`config.mk`:
```
export PLATFORM = sky130hd
export DESIGN_NAME = load_store_unit
export DESIGN_NICKNAME = d
export VERILOG_FILES = /design/src/rtl/load_store_unit.sv
export SDC_FILE = /design/constraint.sdc
export NUM_CORES = 1
export LEC_CHECK = 0
export CAP_MARGIN = 15
export CORE_MARGIN = 3
export CORE_UTILIZATION = 37
export DETAILED_ROUTE_END_ITERATION = 7
export DONT_BUFFER_PORTS = 1
export PLACE_DENSITY = 0.61
export SETUP_SLACK_MARGIN = 0.2
export SYNTH_ARGS = -nofsm -noshare
export SYNTH_HDL_FRONTEND = slang
export SYNTH_SLANG_ARGS = --single-unit
```
`constraint.sdc`:
```
create_clock -name clk -period 2.05 [get_ports clk]
set_clock_uncertainty 0.05 [all_clocks]
set_input_delay 0.1025 -clock clk [delete_from_list [all_inputs] [get_ports clk]]
set_output_delay 0.1025 -clock clk [all_outputs]
set_load 0.01 [all_outputs]
```
`src/rtl/load_store_unit.sv`:
```
// ---------------------------------------------------------------------------
// load_store_unit
//
// Adapter between the pipeline MEM stage and a word-wide data memory.
// Byte-addressed RV32I loads/stores (lb/lh/lw/lbu/lhu/sb/sh/sw) become
// word-indexed memory accesses. The memory has one whole-word write enable,
// so sb/sh are done as a read-modify-write: the IDLE cycle reads the word
// and merges the new lane, and the WRITE cycle writes the merged word back.
//
// Ports:
//   clk              rising-edge clock
//   rst_n            asynchronous active-low reset
//   mem_read         load request from MEM stage
//   mem_write        store request from MEM stage (wins over mem_read)
//   funct3           RV32I load/store funct3
//   adr              byte address (ALU result)
//   wdata            store data (rs2)
//   rdata            extended load result to writeback
//   stall            hold PC and IF/ID/EX/MEM registers this cycle
//   access_fault     sticky misaligned/unsupported-access flag
//   dm_write_enable  data memory write enable
//   dm_adr           word index to data memory
//   dm_din           word written to data memory
//   dm_dout          combinational read word from data memory at dm_adr
// ---------------------------------------------------------------------------
module load_store_unit #(
    parameter int N = 32,
    parameter int M = 32   // funct3 decode assumes M = 32
) (
    input  logic         clk,
    input  logic         rst_n,
    input  logic         mem_read,
    input  logic         mem_write,
    input  logic [2:0]   funct3,
    input  logic [N-1:0] adr,
    input  logic [M-1:0] wdata,
    output logic [M-1:0] rdata,
    output logic         stall,
    output logic         access_fault,
    output logic         dm_write_enable,
    output logic [N-1:0] dm_adr,
    output logic [M-1:0] dm_din,
    input  logic [M-1:0] dm_dout
);

    typedef enum logic {
        IDLE  = 1'b0,
        WRITE = 1'b1
    } state_t;

    state_t       state, state_next;
    logic [N-1:0] adr_q;
    logic [M-1:0] merge_q;

    logic is_store;
    logic is_load;
    logic supported;
    logic aligned;
    logic legal;
    logic fault_set;

    // Byte/halfword lane extraction with sign or zero extension.
    function automatic logic [M-1:0] load_extend(input logic [M-1:0] word,
                                                 input logic [2:0]   f3,
                                                 input logic [1:0]   lane);
        logic signed [7:0]  b;
        logic signed [15:0] h;
        logic [M-1:0]       res;
        b = word[{lane, 3'b000} +: 8];
        h = word[{lane[1], 4'b0000} +: 16];
        case (f3)
            3'b000:  res = {{(M-8){b[7]}}, b};
            3'b001:  res = {{(M-16){h[15]}}, h};
            3'b010:  res = word;
            3'b100:  res = {{(M-8){1'b0}}, b};
            3'b101:  res = {{(M-16){1'b0}}, h};
            default: res = '0;
        endcase
        return res;
    endfunction

    // Replace the addressed lane of the old word with the store data.
    function automatic logic [M-1:0] merge_store(input logic [M-1:0] old,
                                                 input logic [M-1:0] wd,
                                                 input logic [2:0]   f3,
                                                 input logic [1:0]   lane);
        logic [M-1:0] res;
        res = old;
        if (f3 == 3'b000)
            res[{lane, 3'b000} +: 8] = wd[7:0];
        else
            res[{lane[1], 4'b0000} +: 16] = wd[15:0];
        return res;
    endfunction

    // Request decode: a simultaneous read and write is handled as a store.
    always_comb begin
        is_store = mem_write;
        is_load  = mem_read & ~mem_write;
        if (is_store)
            supported = (funct3 == 3'b000) || (funct3 == 3'b001) || (funct3 == 3'b010);
        else
            supported = (funct3 == 3'b000) || (funct3 == 3'b001) || (funct3 == 3'b010) ||
                        (funct3 == 3'b100) || (funct3 == 3'b101);
        case (funct3[1:0])
            2'b00:   aligned = 1'b1;
            2'b01:   aligned = ~adr[0];
            2'b10:   aligned = (adr[1:0] == 2'b00);
            default: aligned = 1'b0;
        endcase
        legal = supported & aligned;
    end

    // Next state and outputs.
    always_comb begin
        state_next      = state;
        rdata           = '0;
        stall           = 1'b0;
        dm_write_enable = 1'b0;
        dm_adr          = {2'b00, adr[N-1:2]};
        dm_din          = wdata;
        fault_set       = 1'b0;
        case (state)
            IDLE: begin
                if (is_store) begin
                    if (!legal) begin
                        fault_set = 1'b1;
                    end else if (funct3 == 3'b010) begin
                        dm_write_enable = 1'b1;
                    end else begin
                        // Sub-word store: read now, write merged word next cycle.
                        stall      = 1'b1;
                        state_next = WRITE;
                    end
                end else if (is_load) begin
                    if (legal)
                        rdata = load_extend(dm_dout, funct3, adr[1:0]);
                    else
                        fault_set = 1'b1;
                end
            end
            WRITE: begin
                // MEM-stage inputs are ignored here; only the captured access is written.
                dm_adr          = adr_q;
                dm_din          = merge_q;
                dm_write_enable = 1'b1;
                state_next      = IDLE;
            end
            default: state_next = IDLE;
        endcase
    end

    always_ff @(posedge clk or negedge rst_n) begin
        if (!rst_n) begin
            state        <= IDLE;
            adr_q        <= '0;
            merge_q      <= '0;
            access_fault <= 1'b0;
        end else begin
            state <= state_next;
            if (fault_set)
                access_fault <= 1'b1;
            // stall is only raised on the read half of a sub-word store.
            if (stall) begin
                adr_q   <= dm_adr;
                merge_q <= merge_store(dm_dout, wdata, funct3, adr[1:0]);
            end
        end
    end

endmodule

```
Word-level counts from Yosys, hierarchy flattened:

Cells that the tools add are included.

* add/subtract/negate cells: 2
* multiply operators: 0
* divide/modulo/power cells: 0
* magnitude comparators: 0
* equal/unequal tests: 6
* shifts and indexed selects: 6
* muxes and demuxes: 25
* bitwise logic cells: 5
* reductions and logical operators: 7

Operators by type and width (count)
* $mux W32: 7
* $pmux W32 S5: 1
* $bwmux W32: 2
* $shift A16 B7 Y32 const A: 1
* $shift A8 B7 Y32 const A: 1
* $shiftx A16 B7 Y32: 1
* $shiftx A32 B6 Y16: 1
* $shiftx A32 B6 Y8: 1
* $shiftx A8 B7 Y32: 1
* $neg A5 Y7: 2
* $mux W1: 12
* $eq A3 B3 Y1 const B: 2
* $logic_not A2 Y1: 2
* $logic_or A1 B1 Y1: 4
* $pmux W1 S2: 2
* $eq A3 B1 Y1 const B: 1
* $eq A3 B2 Y1 const B: 1
* $logic_not A3 Y1: 1
* $not A1 Y1: 3
* $pmux W1 S3: 1
* $and A1 B1 Y1: 2
* $eq A2 B1 Y1 const B: 1
* $eq A2 B2 Y1 const B: 1

* register bits: 66
* bits in latches: 0
* RAM bits: 0
* memory bits (read-only): 0
* memories kept: 0

Longest topological paths before layout:

Gate-level depths: netlist (run 1).

* word-level depth: 11
* depth in mapped cells: 9
* depth with buffers taken out: 6

Worst setup path before layout (run 1):

No wires, ideal clock.

* path kind: input-to-reg
* start point: input port adr[0]
* end point: register merge_q[0]
* data arrival time: 1801 ps
* required time: 1936 ps
* slack: 135 ps
* cell stages on the path: 7
* buffers on the path: 1
* cells stage by stage: clkbuf_1 -> inv_1 -> ha_1 -> or3b_2 -> mux2i_2 -> a22o_1 -> mux2_4

* cells in the longest elaborated chain, start to end: 6
* elaborated cells on any way between the ends: 12
* classes of those cells: add/sub: 1; shift: 2; mux: 6; bitwise: 2; reduce/logical: 1

Ends and longest elaborated chain
* start: declaration: line 35 `input logic [N-1:0] adr,`
* branches (longest 6 deep; another with $neg A5 Y7)
* end signal: assignment: line 166 `merge_q <= merge_store(dm_dout, wdata, funct3, adr[1:0]);`
* end: declaration: line 53 `logic [M-1:0] merge_q;`

Several ways; the timed one is not identified.
A chain may end at the register's enable or synchronous reset.

Worst setup path after layout (run 1):

* start point: register state
* end point: output port rdata[14]

* cells in the longest elaborated chain, start to end: 1

Ends and longest elaborated chain
* start: declaration: line 51 `state_t state, state_next;`
* start signal: assignment: line 160 `state <= state_next;`
* $mux W32: line 123 `case (state)`
* end: declaration: line 37 `output logic [M-1:0] rdata,`

No other way between the ends.

==> results of run 1 <==
[final cells by class]
type / instances / area (µm²) / share of cell area (%)
Multi-Input combinational cell: 305 / 3060 / 50.4
Sequential cell: 66 / 1650 / 27.2
Timing Repair Buffer: 78 / 808 / 13.3
Clock buffer: 11 / 253 / 4.16
Tap cell: 168 / 210 / 3.46
Clock inverter: 5 / 62.6 / 1.03
Inverter: 6 / 22.5 / 0.371
[power breakdown]
part / internal, mW / switching [mW] / total, mW / leakage, nW
Combinational: 0.733 / 0.489 / 1.22 / 1.55
Sequential: 1.67 / 0.216 / 1.88 / 0.791
Clock: 1.01 / 0.587 / 1.60 / 0.148
[sequential cells by signal, indices dropped and copies added, names as in the netlist]
register and cells:
merge_q 32, adr_q 32, access_fault 1, state 1
[timing repair]
action	in CTS	in global routing
pin swaps	0	3
setup buffers	3	0
gates resized for setup	7	40
hold endpoints to repair	83	0
gates cloned	2	1
hold buffers	28	0
setup endpoints to repair	32	66
[placed cells by master, fill, tap and decap left out, types with 4 or more instances in the layout]
master and count:
a21oi_1 21, a21oi_2 19, a221oi_1 16, a222oi_1 8, a22o_1 16, a22oi_1 7, buf_12 4, buf_4 37
buf_6 6, clkbuf_16 10, dfrtp_1 65, dlygate4sd3_1 27, inv_1 6, mux2_2 84, mux2_4 47, mux2i_1 20
nand2_1 17, nor2_1 5, nor2_2 4, nor2_4 5, nor2b_1 4
[critical path: stages, from the launching register on]
cell and delay [ns]:
dfrtp_2 0.42, buf_12 0.13, nor2_4 0.06, nand4_1 0.09
buf_6 0.17, buf_12 0.16, a21oi_1 0.13, buf_4 0.14
[worst paths after layout]
kind,slack [ns],to,start,depth (start not counted)
max reg2reg,0.29,merge_q[4],state,5
min reg2reg,0.44,adr_q[30],adr_q[30],1
max,0.25,rdata[14],state,7
max in group asynchronous,1.38,state,rst_n,2
min,0.008,merge_q[19],wdata[3],2
min in group asynchronous,0.28,adr_q[14],rst_n,2
[routing by layer]
layer	global-route usage, %	part of all wire, %	vias to the layer above
li1	-	-	1688
met1	27.8	41	1847
met2	33.2	46	243
met3	8.62	11	36
met4	8.09	2.8	0
met5	0	0	-
[logic make-up after synthesis]
group	Yosys count
adder cells (fa/ha/maj)	4
buffers and inverters	39
AND/OR/NAND/NOR	51
AO/OA/AOI/OAI	97
flip-flops	66
multiplexers	153
==> results by group, run 1 <==
Logic synthesis
  – Multiplexer area fraction after synthesis: about two fifths
  – Largest family of logic cells by synthesized area: multiplexers
  – Post-synth EDFFs: 0
  – Cell with the most instances after synthesis: mux2_2
  – Compound-gate portion of the synthesized area: 14.6%
  – Sequential fraction of the synthesis area: between 30% and 40%
  – Asr flop ratio synth: 100%
  – Post-Synthesis Cell Area: 4800 µm²
  – Yosys top cell by area: dfrtp_1
  – Yosys cell types: 43
  – Post-synth top cells: 84 x mux2_2, 66 x dfrtp_1, 47 x mux2_4, 41 x a21oi_1, 20 x mux2i_1
  – Prevailing post-synth register cell: dfrtp_1
  – Synth area leaders: dfrtp_1 34%, mux2_2 20%, mux2_4 15%, a21oi_1 4.3%, mux2i_1 4.2%
  – Simple-gate portion of the synthesized area: 5.79%
  – Adder-Cell Fraction of Synth Area: approximately 1.0%
  – Synth Register Bits: 66
  – Xor/xnor cell area share of the yosys netlist: 0%
  – Cells after Synth: 410
  – Synth Warn #: 0
  – Share of the synthesized area in the top cell type: roughly 34%
  – Syn Area/Cell: 11.7 µm²
  – Synth Net Count: 517

Cells and area
  – N_diodes: 0
  – Net total in the final layout: between 500 and 600
  – Area growth from synthesis to layout: 26.5%
  – Final Cell Area: 6070 µm²
  – Layout cells sized above 1: about half
  – Fin cells: about 640
  – Layout Utilization: between 40% and 50%
  – Fillers: 1110

Global routing
  – Largest net degree at the start of global routing: 67
  – Antenna violations before repair: 0
  – Vias in the first global route: 3896
  – Gr ovfl total: 0
  – First-pass GRT wire length: 24000 µm
  – Overall Global Routing Usage: 21.8%

Timing
  – Setup TNS: 0 ns
  – Setup Viol. Count Final: 0
  – Final Hold Viols: 0
  – Min Tclk post-route: 1.80 ns
  – Final Cycle Share: between 80% and 90%
  – Peak Freq: 555 MHz
  – RSZ-0062 raised after global routing: true
  – Final WS setup: approximately 0.25 ns
  – Count of pins over their slew limit: 0
  – Worst hold slack: 0.00846 ns
  – Max transition margin: 37.6%
  – Worst slew pin tran: between 0.9 and 1 ns

Critical path
  – Critical path fanouts, max: 16
  – WP data required: 1.90 ns
  – Setup crit start kind: flip-flop
  – WP data arrival: 1.65 ns
  – Crit end category: output pin
  – Kind of critical path: flip-flop to output pin

Floorplan
  – CORE AREA: 12400 µm²
  – Vert. Die Dim: between 100 and 150 µm
  – Total I/O pin count: 202
  – Initial Utilization: 38.8%
  – Row count: 40
  – Die area: around 14000 µm²
  – Die X: 120 µm

Placed design
  – Worst slack, placed: between 0.1 and 0.15 ns
  – IO Port Bufs: 0
  – RePlAce Congestion: roughly 0.89
  – Placed Cells: 589
  – Post-DP HPWL: 10800 µm
  – Placed Area: 5180 µm²

Detailed routing
  – DRC violations left: 0
  – Vias per inst: just under 6
  – Via Count: approximately 3800
  – Antenna Violating Nets Remaining: 0
  – Detailed Routing Iterations Pass 1: 7
  – Initial DRC count: 319
  – WL/cell: 24.8 µm
  – Total wire length: approximately 16000 µm

Pwr
  – PwrDens: slightly below 800 nW/µm²
  – Power Total: 4.70 mW
  – P_leak: 2.49 nW
  – VDD IR max: 0.000386 V

Clock tree
  – H-tree depth: 3
  – Clk_lat worst skew: between 0.3 and 0.4 ns
  – CTS root buffer: clkbuf_16
  – CTS max path bufs: 2
  – Reg clk slew, reported paths: 0.06 ns
  – TritonCTS clock tree: yes
  – Inserted Clock Buffers: 9
  – CTS sink cnt: between 60 and 70

Flow run
  – Max Cap Viol: 0

Hold path
  – Worst Hold Class: primary input to flip-flop

Run status
  – Status: finished clean
Power figures use the tool's default switching activity.
==> run 2, diff against run 1 <==
--- a/config.mk
+++ b/config.mk
@@ -11,4 +11,5 @@
 export DETAILED_ROUTE_END_ITERATION = 7
 export DONT_BUFFER_PORTS = 1
+export HOLD_SLACK_MARGIN = 0.03
 export PLACE_DENSITY = 0.61
 export SETUP_SLACK_MARGIN = 0.2
--- a/constraint.sdc
+++ b/constraint.sdc
@@ -3,3 +3,3 @@
 set_input_delay 0.1025 -clock clk [delete_from_list [all_inputs] [get_ports clk]]
 set_output_delay 0.1025 -clock clk [all_outputs]
-set_load 0.01 [all_outputs]
+set_load 0.005 [all_outputs]
==> run 2 against run 1 <==
Compared with the run above: register-to-register slack about the same; sequential share of layout area increased by 0.75 points; clock power hardly changed; via count is 1.6% lower; global-route usage is 0.64 points lower; first-iteration DRC count is 22% lower; worst setup slack improved by 0.019 ns; maximum frequency grew 1.1%; critical path type unchanged; largest power group unchanged; highest routed layer unchanged.
==> results by group, run 2 (synthesized netlist as in run 1, its figures left out) <==
Detailed routing
  – Antenna Violating Nets Remaining: 0 (unchanged)
  – Total wire length: 15500 µm (-2.2%)
  – WL met2: 7250 µm (+0.17%)
  – Detailed Routing Iterations Pass 1: 5 (-2)
  – DRC violations left: 0 (unchanged)
  – Highest metal used: met4
  – Via Count: 3754 (-1.6%)
  – Initial DRC count: 248 (-22%)
  – Met3 wire length: 1540 µm (-11%)
  – WL/cell: 24.4 µm (-1.4%)
  – Vias per inst: 5.92 (-0.80%)
  – DRT met1 WL: 6480 µm (+0.53%)

Pwr
  – VDD IR max: 0.000391 V (+1.2%)
  – P_leak: 2.43 nW (-2.3%)
  – Clk pwr share: 34.2% (+0.2 points)
  – Sw frac: 26.4% (-1.0 points)
  – PwrDens: 783 nW/µm² (+1.1%)
  – Power Total: 4.63 mW (-1.6%)
  – Sw Pwr: 1.22 mW (-5.3%)
  – Internal power: 3.40 mW (-0.23%)
  – Sequential share of power: 40.9% (+0.9 points)
  – Combinational share of power: 24.9% (-1.1 points)

Floorplan
  – Total I/O pin count: 202 (unchanged)
  – Row count: 40 (unchanged)
  – Die area: 14400 µm² (unchanged)
  – Vert. Die Dim: 120 µm (unchanged)
  – CORE AREA: 12400 µm² (unchanged)
  – Die X: 120 µm (unchanged)
  – Initial Utilization: 38.8% (unchanged)

Cells and area
  – Largest registers: adr_q (32), merge_q (32)
  – Area growth from synthesis to layout: 23.2%
  – Commonest non-fill, non-tap cell in the layout: mux2_2
  – Fillers: 1110 (unchanged)
  – Layout cells sized above 1: 44.3% (-6.2 points)
  – Net total in the final layout: 567 (-1.0%)
  – Commonest non-fill, non-tap cells in the layout: 84 x mux2_2, 65 x dfrtp_1, 47 x mux2_4, 33 x a21oi_1, 33 x dlygate4sd3_1

Placed design
  – RePlAce Congestion: 0.886 (-0.91%)
  – IO Port Bufs: 0 (unchanged)
  – Post-DP HPWL: 10700 µm (-0.70%)

Timing
  – RSZ-0062 raised after global routing: true
  – Max transition margin: 40.3% (+2.7 points)
  – Final Hold Viols: 0 (unchanged)
  – Count of pins over their slew limit: 0 (unchanged)
  – Worst hold slack: 0.0462 ns (+0.0377 ns)
  – Setup Viol. Count Final: 0 (unchanged)
  – Peak Freq: 561 MHz (+1.1%)
  – Min Tclk post-route: 1.78 ns (-0.0194 ns)
  – Final Cycle Share: 86.9% (-0.95 points)
  – Worst slew pin tran: 0.871 ns (-0.0397 ns)
  – Setup TNS: 0 ns (unchanged)

Critical path
  – Crit end category: output pin
  – Critical path fanouts, max: 8 (-8)
  – WP data arrival: 1.63 ns (-0.02 ns)
  – Kind of critical path: flip-flop to output pin
  – WP data required: 1.90 ns (about the same)
  – Setup crit start kind: flip-flop

Clock tree
  – Reg clk slew, reported paths: 0.06 ns (about the same)
  – CTS root buffer: clkbuf_16
  – CTS sink cnt: 66 (unchanged)
  – Clk_lat worst skew: 0.33 ns (about the same)
  – Inserted Clock Buffers: 9 (unchanged)
  – H-tree depth: 3 (unchanged)
  – TritonCTS clock tree: yes
  – CTS max path bufs: 2 (unchanged)

Global routing
  – First-pass GRT wire length: 23400 µm (-2.4%)
  – Vias in the first global route: 3866 (-0.77%)
  – Overall Global Routing Usage: 21.1% (-0.64 points)
  – Largest net degree at the start of global routing: 67 (unchanged)
  – Antenna violations before repair: 2 (+2)
  – Gr ovfl total: 0 (unchanged)

Hold path
  – Worst Hold Class: primary input to flip-flop

Flow run
  – Max Cap Viol: 0 (unchanged)

Run status
  – Status: finished clean
[run 2: timing repair]
action,CTS,global route
endpoints found under the hold margin,88,0
pin swaps,1,2
hold buffers,34,0
gates resized for setup,7,14
cloned,1,1
buffers inserted,3,0
endpoints found under the setup margin,17,22
[run 2: path summary, 6_finish.rpt]
kind                       slack (ns)      start         end  cells past startpoint
setup reg to reg                 0.30      state  merge_q[6]                      5
max in group asynchronous        1.39      rst_n       state                      2
setup / recovery                 0.27      state   rdata[31]                      7
hold / removal                   0.05     adr[3]    adr_q[1]                      2
hold reg to reg                  0.45  adr_q[31]   adr_q[31]                      1
min in group asynchronous        0.28      rst_n    adr_q[9]                      2
[run 2: area by class of cell]
| cell class | instances | area [µm²] | area share [%] |
|---|---|---|---|
| clock buffer | 11 | 253 | 4.28 |
| inverter | 6 | 22.5 | 0.381 |
| tap | 168 | 210 | 3.56 |
| timing repair buffer | 72 | 731 | 12.4 |
| clock inverter | 5 | 62.6 | 1.06 |
| antenna | 1 | 2.50 | 0.0423 |
| sequential | 66 | 1650 | 28.0 |
| multi-input combinational | 305 | 2980 | 50.3 |
[run 2: stage by stage]
stage                     setup WS, ns  std cells  instance area (µm²)  util, %
after global routing             0.187        634                 5910     47.8
after CTS                        0.228        632                 5830     47.1
final                            0.269        634                 5910     47.8
after detailed placement         0.233        578                 5080     41.1
after global placement           0.127        577                 5080     41.1
after floorplan                  0.216        410                 4810        -
[run 2: critical path: stages, from the launching register on]
cell,delay (ns)
dfrtp_2,0.41
buf_6,0.12
nor2_4,0.06
nand4_1,0.11
buf_6,0.17
clkbuf_16,0.18
a21oi_1,0.12
buf_4,0.13
[run 2: routing by layer]
layer  GRT usage, %  up-vias
li1               -     1676
met1           26.1     1825
met2           34.4      234
met3           8.58       19
met4           5.23        0
met5              0        -
[run 2: power groups by stage]
| stage | registers [mW] | clock network (mW) | logic [mW] |
|---|---|---|---|
| 2_1_floorplan | 1.80 | 0 | 0.918 |
| 3_3_place_gp | 1.89 | 0 | 1.01 |
| 3_5_place_dp | 1.91 | 0 | 1.03 |
| 4_1_cts | 1.89 | 1.65 | 1.15 |
| 5_1_grt | 1.94 | 1.70 | 1.24 |
| 6_report | 1.89 | 1.58 | 1.15 |
